--- src/rtl/trackball_quad_gen.sv ---
// Converts signed mouse deltas into rate-limited quadrature pairs for the LETA trackball inputs.
// Build option: define TB_INVERT_Y_EN to negate mouse_dy before it is accumulated.
module trackball_quad_gen #(
  parameter int STEP_DIV = 2000,
  parameter int DELTA_W  = 9,
  parameter int ACC_W    = 10
) (
  input  logic               clk,
  input  logic               reset,
  input  logic               mouse_strobe,
  input  logic [DELTA_W-1:0] mouse_dx,
  input  logic [DELTA_W-1:0] mouse_dy,
  output logic               h_qa,
  output logic               h_qb,
  output logic               v_qa,
  output logic               v_qb,
  output logic               moving
);

  localparam int DIV_W = $clog2(STEP_DIV);
  localparam logic [DIV_W-1:0] DIV_LAST = DIV_W'(STEP_DIV - 1);
  localparam logic signed [ACC_W:0] SUM_MAX = (ACC_W+1)'(2**(ACC_W-1) - 1);
  localparam logic signed [ACC_W:0] SUM_MIN = -SUM_MAX;
  localparam logic signed [ACC_W:0] SUM_ONE = (ACC_W+1)'(1);

  typedef enum logic [1:0] {
    PH_00 = 2'b00,
    PH_01 = 2'b01,
    PH_11 = 2'b11,
    PH_10 = 2'b10
  } phase_t;

  logic [DIV_W-1:0] div_q, div_d;
  logic [ACC_W-1:0] accX_q, accX_d;
  logic [ACC_W-1:0] accY_q, accY_d;
  phase_t           hPhase_q, hPhase_d;
  phase_t           vPhase_q, vPhase_d;
  logic             moving_q;

  logic                  tick;
  logic                  fwdX, bwdX, fwdY, bwdY;
  logic signed [ACC_W:0] deltaX, deltaY;
  logic signed [ACC_W:0] sumX, sumY;

  function automatic logic [ACC_W-1:0] satAcc(input logic signed [ACC_W:0] s);
    if (s > SUM_MAX) begin
      return SUM_MAX[ACC_W-1:0];
    end else if (s < SUM_MIN) begin
      return SUM_MIN[ACC_W-1:0];
    end else begin
      return s[ACC_W-1:0];
    end
  endfunction

  function automatic phase_t advance(input phase_t p, input logic fwd, input logic bwd);
    phase_t n;
    n = p;
    case (p)
      PH_00:   n = fwd ? PH_01 : (bwd ? PH_10 : PH_00);
      PH_01:   n = fwd ? PH_11 : (bwd ? PH_00 : PH_01);
      PH_11:   n = fwd ? PH_10 : (bwd ? PH_01 : PH_11);
      PH_10:   n = fwd ? PH_00 : (bwd ? PH_11 : PH_10);
      default: n = PH_00;
    endcase
    return n;
  endfunction

  assign tick = (div_q == DIV_LAST);

  // Deltas are widened to the sum width; an inverted -2^(DELTA_W-1) becomes positive, not wrapped.
`ifdef TB_INVERT_Y_EN
  logic [DELTA_W:0] dyNeg;
  assign dyNeg = -{mouse_dy[DELTA_W-1], mouse_dy};
`endif

  always_comb begin
    deltaX = '0;
    deltaY = '0;
    if (mouse_strobe) begin
      deltaX = {{(ACC_W+1-DELTA_W){mouse_dx[DELTA_W-1]}}, mouse_dx};
`ifdef TB_INVERT_Y_EN
      deltaY = {{(ACC_W-DELTA_W){dyNeg[DELTA_W]}}, dyNeg};
`else
      deltaY = {{(ACC_W+1-DELTA_W){mouse_dy[DELTA_W-1]}}, mouse_dy};
`endif
    end
  end

  always_comb begin
    div_d = tick ? '0 : div_q + DIV_W'(1);

    fwdX = tick && !accX_q[ACC_W-1] && (accX_q != '0);
    bwdX = tick && accX_q[ACC_W-1];
    fwdY = tick && !accY_q[ACC_W-1] && (accY_q != '0);
    bwdY = tick && accY_q[ACC_W-1];

    // Delta and drain step land in the same update, so a coincident strobe loses nothing.
    sumX = {accX_q[ACC_W-1], accX_q} + deltaX;
    if (fwdX) sumX = sumX - SUM_ONE;
    if (bwdX) sumX = sumX + SUM_ONE;
    sumY = {accY_q[ACC_W-1], accY_q} + deltaY;
    if (fwdY) sumY = sumY - SUM_ONE;
    if (bwdY) sumY = sumY + SUM_ONE;

    accX_d   = satAcc(sumX);
    accY_d   = satAcc(sumY);
    hPhase_d = advance(hPhase_q, fwdX, bwdX);
    vPhase_d = advance(vPhase_q, fwdY, bwdY);
  end

  always_ff @(posedge clk) begin
    if (reset) begin
      div_q    <= '0;
      accX_q   <= '0;
      accY_q   <= '0;
      hPhase_q <= PH_00;
      vPhase_q <= PH_00;
      moving_q <= 1'b0;
    end else begin
      div_q    <= div_d;
      accX_q   <= accX_d;
      accY_q   <= accY_d;
      hPhase_q <= hPhase_d;
      vPhase_q <= vPhase_d;
      moving_q <= (accX_d != '0) || (accY_d != '0);
    end
  end

  assign {h_qa, h_qb} = hPhase_q;
  assign {v_qa, v_qb} = vPhase_q;
  assign moving       = moving_q;

endmodule
--- config.mk ---
export PLATFORM = sky130hd
export DESIGN_NAME = trackball_quad_gen
export DESIGN_NICKNAME = d
export VERILOG_FILES = /design/src/rtl/trackball_quad_gen.sv
export SDC_FILE = /design/constraint.sdc
export NUM_CORES = 1
export LEC_CHECK = 0
export ABC_AREA = 1
export BUFFER_PORTS_ARGS = -buffer_cell sky130_fd_sc_hd__buf_2
export CAP_MARGIN = 10
export CORE_UTILIZATION = 50
export CTS_CLUSTER_SIZE = 12
export DETAILED_ROUTE_END_ITERATION = 6
export PLACE_DENSITY_LB_ADDON = 0.05
export SYNTH_ARGS = -nofsm -noshare
export SYNTH_HDL_FRONTEND = slang
export SYNTH_SLANG_ARGS = --single-unit
export TNS_END_PERCENT = 30
--- constraint.sdc ---
create_clock -name clk -period 3.8 [get_ports clk]
set_clock_uncertainty 0.15 [all_clocks]
set_input_delay 0.38 -clock clk [delete_from_list [all_inputs] [get_ports clk]]
set_output_delay 0.38 -clock clk [all_outputs]
set_load 0.01 [all_outputs]
After elaboration in Yosys (flattened, before gate mapping)
Cells that the tools add are included.
- $add $sub $neg: 7
- $mul: 0
- div/mod/pow operators: 0
- magnitude comparators: 4
- equality and inequality tests: 7
- shift-type cells: 0
- multiplexer cells: 28
- bitwise operators: 0
- reductions and logical operators: 16
- operator list (kind ; number):
    2-to-1 mux 11 bit ; 6
    2-to-1 mux 10 bit ; 4
    nonzero test 10 bit ; 4
    2-to-1 mux 2 bit ; 12
    adder 11 bit ; 2
    adder 11 x 2 -> 11 bit (second input constant) ; 2
    > comparator 11 x 10 -> 1 bit (second input constant) ; 2
    less-than comparator 11 x 10 -> 1 bit (second input constant) ; 2
    subtractor 11 x 2 -> 11 bit (second input constant) ; 2
    one-hot mux 2 bit (4 select lines) ; 2
    adder 11 x 1 -> 11 bit (second input constant) ; 1
    == test 11 bit (second input constant) ; 1
    == test 2 bit (second input constant) ; 4
    logical AND 1 bit ; 6
    == test 2 x 1 -> 1 bit (second input constant) ; 2
    logical NOT 2 bit ; 2
    2-to-1 mux 1 bit ; 4
    logical NOT 1 bit ; 2
    OR reduction 2 bit ; 1
    logical OR 1 bit ; 1
- register bits after elaboration: 36
- bits in latches: 0
- memory bits (writable): 0
- ROM bits: 0
- input bits: 21
- output and inout port bits: 5
- word-level logic and storage cells: 68
- memories: 0

Logic depth before layout (Yosys ltp)
Gate-level depths: netlist (run 1).
- depth in word-level cells: 11
- depth in mapped cells: 32
- depth with buffers taken out: 30

Worst setup path after synthesis (run 1)
OpenSTA, ideal clock, no wires.
- path type: input-to-reg
- start point: input mouse_strobe
- end point: register moving_q (netlist: moving)
- library setup time: 0.128 ns
- data arrival time: 3.795 ns
- data required time: 3.522 ns
- path slack: -0.272 ns
- stages: 29
- path through: clkbuf_1 > clkbuf_1 > nand2_1 > inv_1 > ha_1 > inv_1 > fa_1 > ha_1 > nand2_1 > nand2_1 > inv_1 > ha_1 > inv_1 > nor2_4 > nand3_2 > nor2_4 > nand2_1 > nor2_2 > nand4_2 > o21ai_1 > nand2_1 > inv_2 > nand2_4 > nand3_1 > nand2_1 > nor2_1 > nand3_1 > nor2_1 > nor2_1
- cells in the longest elaborated chain, start to end: 11
- elaborated cells between the ends (all ways): 23
- those cells by class: 6 x add/sub; 4 x order compare; 10 x mux; 3 x reduce/logical
- ends and longest elaborated chain (what ; RTL line ; source):
    from (decl) ; 10 ; input logic mouse_strobe,
    2-to-1 mux 11 bit ; 79 ; if (mouse_strobe) begin
    adder 11 bit, on equally long branches ; 98, 101 ;
    subtractor 11 x 2 -> 11 bit, on equally long branches ; 99, 102 ;
    2-to-1 mux 11 bit, on equally long branches ; 99, 102 ;
    adder 11 x 2 -> 11 bit, on equally long branches ; 100, 103 ;
    2-to-1 mux 11 bit, on equally long branches ; 100, 103 ;
    less-than comparator 11 x 10 -> 1 bit ; 48 ; end else if (s < SUM_MIN) begin
    2-to-1 mux 10 bit ; 48 ;
    2-to-1 mux 10 bit ; 46 ; if (s > SUM_MAX) begin
    nonzero test 10 bit ; 125 ; moving_q <= (accX_d != '0) || (accY_d != '0);
    logical OR 1 bit (*) ; 125 ;
    to (signal assigned) ; 125 ;
    to (decl) ; 38 ; logic moving_q;
Mark *: on every way between the ends. The rest lies on a longest branch, timed or not.
A chain may end at the register's enable or synchronous reset.

Worst setup path after layout (run 1)
- start point: register accX_q[0]
- end point: register moving_q (netlist: moving)
- cells in the longest elaborated chain, start to end: 10
- elaborated cells between the ends (all ways): 13
- those cells by class: 3 x add/sub; 2 x order compare; 4 x mux; 4 x reduce/logical
- ends and longest elaborated chain (what ; RTL line ; source):
    from (decl) ; 34 ; logic [ACC_W-1:0] accX_q, accX_d;
    from (signal assigned) ; 114 ; accX_q <= '0;
    from (signal assigned) ; 121 ; accX_q <= accX_d;
    adder 11 bit or nonzero test 10 bit (tied branches) ; 98, 92 ;
    subtractor 11 x 2 -> 11 bit or logical AND 1 bit (tied branches) ; 99, 92 ;
    2-to-1 mux 11 bit (*) ; 99 ; if (fwdX) sumX = sumX - SUM_ONE;
    adder 11 x 2 -> 11 bit ; 100 ; if (bwdX) sumX = sumX + SUM_ONE;
    2-to-1 mux 11 bit (*) ; 100 ;
    less-than comparator 11 x 10 -> 1 bit ; 48 ;
    2-to-1 mux 10 bit ; 48 ;
    2-to-1 mux 10 bit (*) ; 46 ;
    nonzero test 10 bit (*) ; 125 ;
    logical OR 1 bit (*) ; 125 ;
Marked as above.

==> metrics.md, run 1 <==
| Metric | Value |
|---|---|
| Ys flop type | `dfxtp_1` |
| Hold slack | `0.299 ns` |
| Peak supply drop | `216 µV` |
| Synth Cell Area | `4200 µm²` |
| Initial antenna violation count | `0` |
| Number of global-route vias before repair | `4141` |
| Die ar. | `8760 µm²` |
| Share of cells above drive strength 1 | `23.4%` |
| Htree depth | `2` |
| DR vias | `4670` |
| First-pass GRT wire length | `18200 µm` |
| Crit end category | `flip-flop` |
| Final min period | `3.55 ns` |
| Mean Syn Cell Area | `5.68 µm²` |
| Root Buffer | `clkbuf_8` |
| Number of synthesized register bits | `36` |
| Post-synth EDFFs | `0` |
| # IOs | `26` |
| Max Slew Vio Count | `0` |
| Global route overflow | `0` |
| Worst Setup Start Kind | `flip-flop` |
| Critical setup path kind | `flip-flop to flip-flop` |
| Max_cap viols | `0` |
| DR pass1 iterations | `7` |
| CTS buffer count | `5` |
| Post-route ant nets | `0` |
| Initial core utilization | `51.3%` |
| Leakage | `0.00284 µW` |
| WP data required | `3.82 ns` |
| Rel. slew slack | `72.6%` |
| Post-detail-place hpwl | `9170 µm` |
| Tot GR Track Use | `25.9%` |
| Total power | `2900 µW` |
| Largest net degree at the start of global routing | `23` |
| Final setup viols | `0` |
| Height of the die | `93.6 µm` |
| Core Region | `8180 µm²` |
| PD cells | `566 nW/µm²` |
| HP Class | `flip-flop to flip-flop` |
| Clock Latency Late Sink | `0.29 ns` |
| Fin crit share | `93.5%` |
| CTS max path bufs | `2` |
| DRC | `0` |
| Post-synthesis sequential area ratio | `17.2%` |
| Die Wd | `93.6 µm` |
| Final RePlAce weighted congestion | `0.891` |
| Drt wl/cell | `12.2 µm` |
| Crit path max fanout | `6` |
| Ys async rst share | `0%` |
| Starting DRT DRC Count | `241` |
| Final net count | `868` |
| Drt total wl | `11300 µm` |
| Fmax | `0.281 GHz` |
| Post-CTS Hold Buffers | `0` |
| Worst slew pin tran | `0.411 ns` |
| Synth warn | `0` |
| CTS tree | `yes` |
| Row cnt | `33` |
| Final Hold Viols | `0` |
| Syn Nets | `787` |
| Vias per cell | `5.04` |
| Mapped Cells | `739` |
| Ant. Diodes | `0` |
| IO buf count | `25` |
| CP arrival | `3.57 ns` |
| Synth cell types | `41` |
| Area Growth Syn to Fin | `22.0%` |
| Outcome | `finished, final reports clean` |
| Num Clock Sinks | `36` |
| Clk slew on worst S/H paths | `0.07 ns` |
==> cell usage in the layout, fill, tap and decap left out, types with 24 or more instances in the layout <==
cell type and n:
dfxtp_1 34, nand3_1 58, buf_2 24, nand2_2 33
nor2_1 69, buf_4 55, nand2_1 232, inv_1 118
a21oi_1 30
==> worst max-delay path, cell delays in order (launching register included) <==
cell	delay, ns
dfxtp_2	0.33
ha_2	0.17
inv_1	0.05
fa_2	0.58
ha_4	0.21
nand2_1	0.07
nand2_2	0.06
inv_2	0.06
ha_1	0.15
inv_1	0.07
nor2_4	0.10
nand3_2	0.10
buf_4	0.15
nand2_1	0.08
nand3_1	0.07
nor2_1	0.11
nand3_1	0.09
nor2_1	0.10
nand3_1	0.08
nand2_2	0.10
nand2_4	0.08
buf_4	0.16
nand2_2	0.08
nand4_1	0.10
nor2_1	0.10
nor2_1	0.04
==> power by group <==
part	internal, µW	switching (µW)	total (µW)
Sequential	454	70.6	525
Clock	148	141	289
Combinational	818	1270	2090
==> final timing paths <==
path | startpoint | to | slack (ns) | cells after the start
setup reg to reg | accX_q[0] | moving | 0.25 | 25
setup / recovery | accX_q[0] | moving | 0.25 | 25
hold reg to reg | div_q[0] | div_q[0] | 0.30 | 1
hold / removal | div_q[0] | div_q[0] | 0.30 | 1
==> logic make-up after synthesis <==
kind of cell | after synthesis | share of synthesized area [%]
DFF | 36 | 17.2
xor gates and xnor gates | 12 | 2.68
buffers and inverters | 134 | 12.0
and+or+nand+nor | 465 | 50.8
adders and majority gates | 27 | 8.41
AOI/OAI and AO/OA | 65 | 8.89
==> cell usage after synthesis, drive strengths merged (2+ instances only) <==
cell type | count | share of area (%)
o221ai | 2 | 0.42
o21bai | 2 | 0.36
xnor2 | 5 | 1.2
o21ai | 20 | 2.7
xor2 | 7 | 1.5
a21o | 2 | 0.36
dfxtp | 36 | 17
ha | 25 | 7.5
a21oi | 33 | 4.0
nor3b | 3 | 0.54
inv | 127 | 11
nand3 | 67 | 8.9
o21a | 4 | 0.72
nor3 | 7 | 0.95
fa | 2 | 0.95
nor2 | 92 | 10
nand4 | 19 | 3.0
clkbuf | 5 | 0.45
nand2 | 270 | 26
or2 | 4 | 0.60
clkinv | 2 | 0.18
==> state kept, by name, summed over array words and instances (netlist names) <==
signal / cells
hPhase_q: 2
div_q: 11
accY_q: 10
accX_q: 10
vPhase_q: 2
moving: 1
==> timing repair <==
action                                  CTS  global route
gates resized for setup                   0            54
endpoints found under the setup margin    0             9
setup buffers                             0            13
hold endpoints to repair                  0             0
==> per-layer routing <==
layer	track usage, %	wire (µm)	vias up
li1	-	-	2474
met1	36.6	5690	2089
met2	42.6	5060	95
met3	3.25	453	12
met4	4.36	97	0
met5	0	0	-
==> stage by stage <==
step	instance area (µm²)	worst slack (ns)	utilization [%]	TNS, ns	std cells
CTS	4850	0.0636	59.3	0	914
global route	5120	-0.0517	62.6	-0.0517	926
detailed placement	4750	-0.154	58.1	-0.207	906
floorplan	4220	0.00713	-	0	739
global placement	4750	-0.0640	58.1	-0.0640	906
finish	5120	0.245	62.6	0	926
==> final cells by class <==
class	instances	area [µm²]
multi-input combinational	569	3150
clock buffer	6	82.6
clock inverter	2	13.8
timing repair buffer	79	533
sequential	36	723
tap	105	131
fill	856	3060
inverter	129	487
(Power assumes the default switching activity.)
==> inputs of run 2 (changes only) <==
Settings changed: CORE_UTILIZATION 50 to 47.
==> run 2 against run 1 <==
Maximum frequency decreased by 2.5%. Core utilization shrank 3.2 points. Critical path type unchanged. Non-clock buffer count fell by 5. Clock power down 6%. Sequential share of layout area barely moved. Die area grew 6.2%. Critical path depth shrank 2. Worst setup slack worse by 0.092 ns. Largest power group unchanged. Global-route usage fell by 1.8 points. Total power shrank 0.95%.
==> metrics.md, run 2 (synthesis results as in run 1) <==
| Metric | Value |
|---|---|
| Height of the die | `96.5 µm (+3.1%)` |
| CP arrival | `3.66 ns (+0.09 ns)` |
| Fin crit share | `96.0% (+2.4 points)` |
| Pre-CTS setup slack | `-0.169 ns (-0.0147 ns)` |
| Hold Path Depth | `1 (unchanged)` |
| Num Clock Sinks | `36 (unchanged)` |
| CTS max path bufs | `2 (unchanged)` |
| Drt wl/cell | `12.3 µm (+0.49%)` |
| Biggest register | `div_q` |
| Post-detail-place hpwl | `9080 µm (-0.95%)` |
| Met3 Routed Length | `508 µm (+12%)` |
| Outcome | `finished, final reports clean` |
| DRC | `0 (unchanged)` |
| CP startpoint | `accX_q[0]` |
| Post-CTS Hold Buffers | `0 (unchanged)` |
| Most frequent cells in the layout | `226 x nand2_1, 114 x inv_1, 68 x nor2_1` |
| Crit end category | `flip-flop` |
| Final min period | `3.65 ns (+0.0924 ns)` |
| Core Region | `8680 µm² (+6.2%)` |
| IO buf count | `25 (unchanged)` |
| Non-Filler Instances | `925 (-0.11%)` |
| RSZ-0062 raised after global routing | `true` |
| Final RePlAce weighted congestion | `0.897 (+0.71%)` |
| Final net count | `864 (-0.46%)` |
| Peak supply drop | `269 µV (+24%)` |
| DP Cell Count | `906 (unchanged)` |
| Final setup viols | `0 (unchanged)` |
| Largest register FFs | `11 (unchanged)` |
| Number of global-route vias before repair | `4043 (-2.4%)` |
| Drt total wl | `11300 µm (+0.38%)` |
| HP Class | `flip-flop to flip-flop` |
| Tot GR Track Use | `24.1% (-1.8 points)` |
| # IOs | `26 (unchanged)` |
| Ant. Diodes | `0 (unchanged)` |
| CTS tree | `yes` |
| Global route overflow | `0 (unchanged)` |
| Total power | `2870 µW (-0.95%)` |
| Vias per cell | `5.09 (+1.0%)` |
| Metal-1 WL | `5600 µm (-1.5%)` |
| CTS buffer count | `5 (unchanged)` |
| Largest net degree at the start of global routing | `23 (unchanged)` |
| Most common cell after layout, fill and taps aside | `nand2_1` |
| First-pass GRT wire length | `17400 µm (-4.0%)` |
| Crit path max fanout | `5 (-1)` |
| Area Growth Syn to Fin | `22.9%` |
| Largest registers | `div_q: 11 flops, accX_q: 10 flops, accY_q: 10 flops` |
| WP data required | `3.82 ns (about the same)` |
| Post-route ant nets | `0 (unchanged)` |
| DR pass1 iterations | `5 (-2)` |
| Top routing layer used | `met4` |
| Leakage | `0.00283 µW (-0.24%)` |
| PD cells | `557 nW/µm² (-1.6%)` |
| Starting DRT DRC Count | `200 (-17%)` |
| Fin worst setup slack | `0.153 ns (-0.0924 ns)` |
| Worst slew pin tran | `0.421 ns (+0.00943 ns)` |
| Max Slew Vio Count | `0 (unchanged)` |
| Hold Startpoint | `div_q[0]` |
| Row cnt | `34 (+3.0%)` |
| Reg-to-Reg Start | `accX_q[0]` |
| Initial antenna violation count | `0 (unchanged)` |
| Die Wd | `96.5 µm (+3.1%)` |
| Initial core utilization | `48.3% (-3.0 points)` |
| Die ar. | `9310 µm² (+6.2%)` |
| Reg2reg path depth | `23 (-8.0%)` |
| Critical setup path kind | `flip-flop to flip-flop` |
| Max_cap viols | `0 (unchanged)` |
| Clk slew on worst S/H paths | `0.07 ns (about the same)` |
| Root Buffer | `clkbuf_8` |
| Clock Latency Late Sink | `0.29 ns (about the same)` |
| Final Hold Viols | `0 (unchanged)` |
| Fmax | `0.274 GHz (-2.5%)` |
| Share of cells above drive strength 1 | `24.6% (+1.2 points)` |
| Htree depth | `2 (unchanged)` |
| Worst Setup Start Kind | `flip-flop` |
| Rel. slew slack | `71.8% (-0.77 points)` |
| Reg2reg setup slack | `0.15 ns (-0.09 ns)` |
| DR vias | `4712 (+0.90%)` |
| WL met2 | `5150 µm (+1.7%)` |
==> run 2: changes by cell type in the layout (fill, tap and decap cells not counted), moves of 2 or more <==
cell     delta
nand2_2     +6
fa_2        -2
xnor2_2     +2
nand2_1     -6
fa_1        +2
inv_2       +4
buf_6       +2
buf_4       -7
nand3_4     +2
inv_1       -4
==> run 2: repair_timing <==
item / in CTS / in global routing
buffers inserted: 0 / 10
setup endpoints to repair: 0 / 5
gates resized for setup: 0 / 71
==> run 2: metal layers <==
| metal | vias up | track usage [%] |
|---|---|---|
| met2 | 87 | 39.3 |
| met3 | 10 | 2.66 |
| met1 | 2142 | 34.0 |
| li1 | 2473 | - |
| met4 | 0 | 5.39 |
| met5 | - | 0 |
==> run 2: final timing paths <==
kind / end
max: moving
max reg2reg: moving
min reg2reg: div_q[0]
min: div_q[0]
==> run 2: critical path, cell delays in order (launching register included) <==
cell	delay (ns)
dfxtp_4	0.37
ha_4	0.13
inv_2	0.03
fa_1	0.49
ha_1	0.29
xor2_1	0.18
nand3_1	0.19
nand2_1	0.13
inv_1	0.09
nand2_1	0.06
nor2_2	0.16
nand3_1	0.12
nand2_1	0.11
nand3_1	0.12
nor2_4	0.13
nand3_2	0.08
nand2_2	0.11
nand2_4	0.09
nand2_2	0.09
nand3_2	0.06
nor2_2	0.11
nand3_1	0.08
nor2_1	0.12
nor2_1	0.05
==> run 2: area by class of cell <==
type / instances / area (µm²)
fillers: 917 / 3520
multi-input cells: 570 / 3210
inverters: 129 / 487
repair buffers: 74 / 503
clock inverters: 2 / 10.0
well taps: 108 / 135
flip-flops and latches: 36 / 727
clock buffers: 6 / 82.6
==> run 2: power by group <==
group	switching, µW	leakage, µW	internal, µW	total (µW)
sequential	73.9	0.000297	456	530
combinational	1290	0.00248	786	2070
clock	127	0.0000510	144	272
total	1490	0.00283	1390	2870
==> run 2: stage by stage <==
| step | hold slack, ns | utilization [%] | area (µm²) | setup TNS (ns) |
|---|---|---|---|---|
| 2_1_floorplan | 0.268 | - | 4220 | 0 |
| 3_3_place_gp | 0.281 | 54.6 | 4730 | -0.0720 |
| 3_5_place_dp | 0.293 | 54.6 | 4730 | -0.207 |
| 4_1_cts | 0.310 | 55.6 | 4830 | 0 |
| 5_1_grt | 0.323 | 59.4 | 5150 | -0.0897 |
| 6_report | 0.301 | 59.4 | 5150 | 0 |
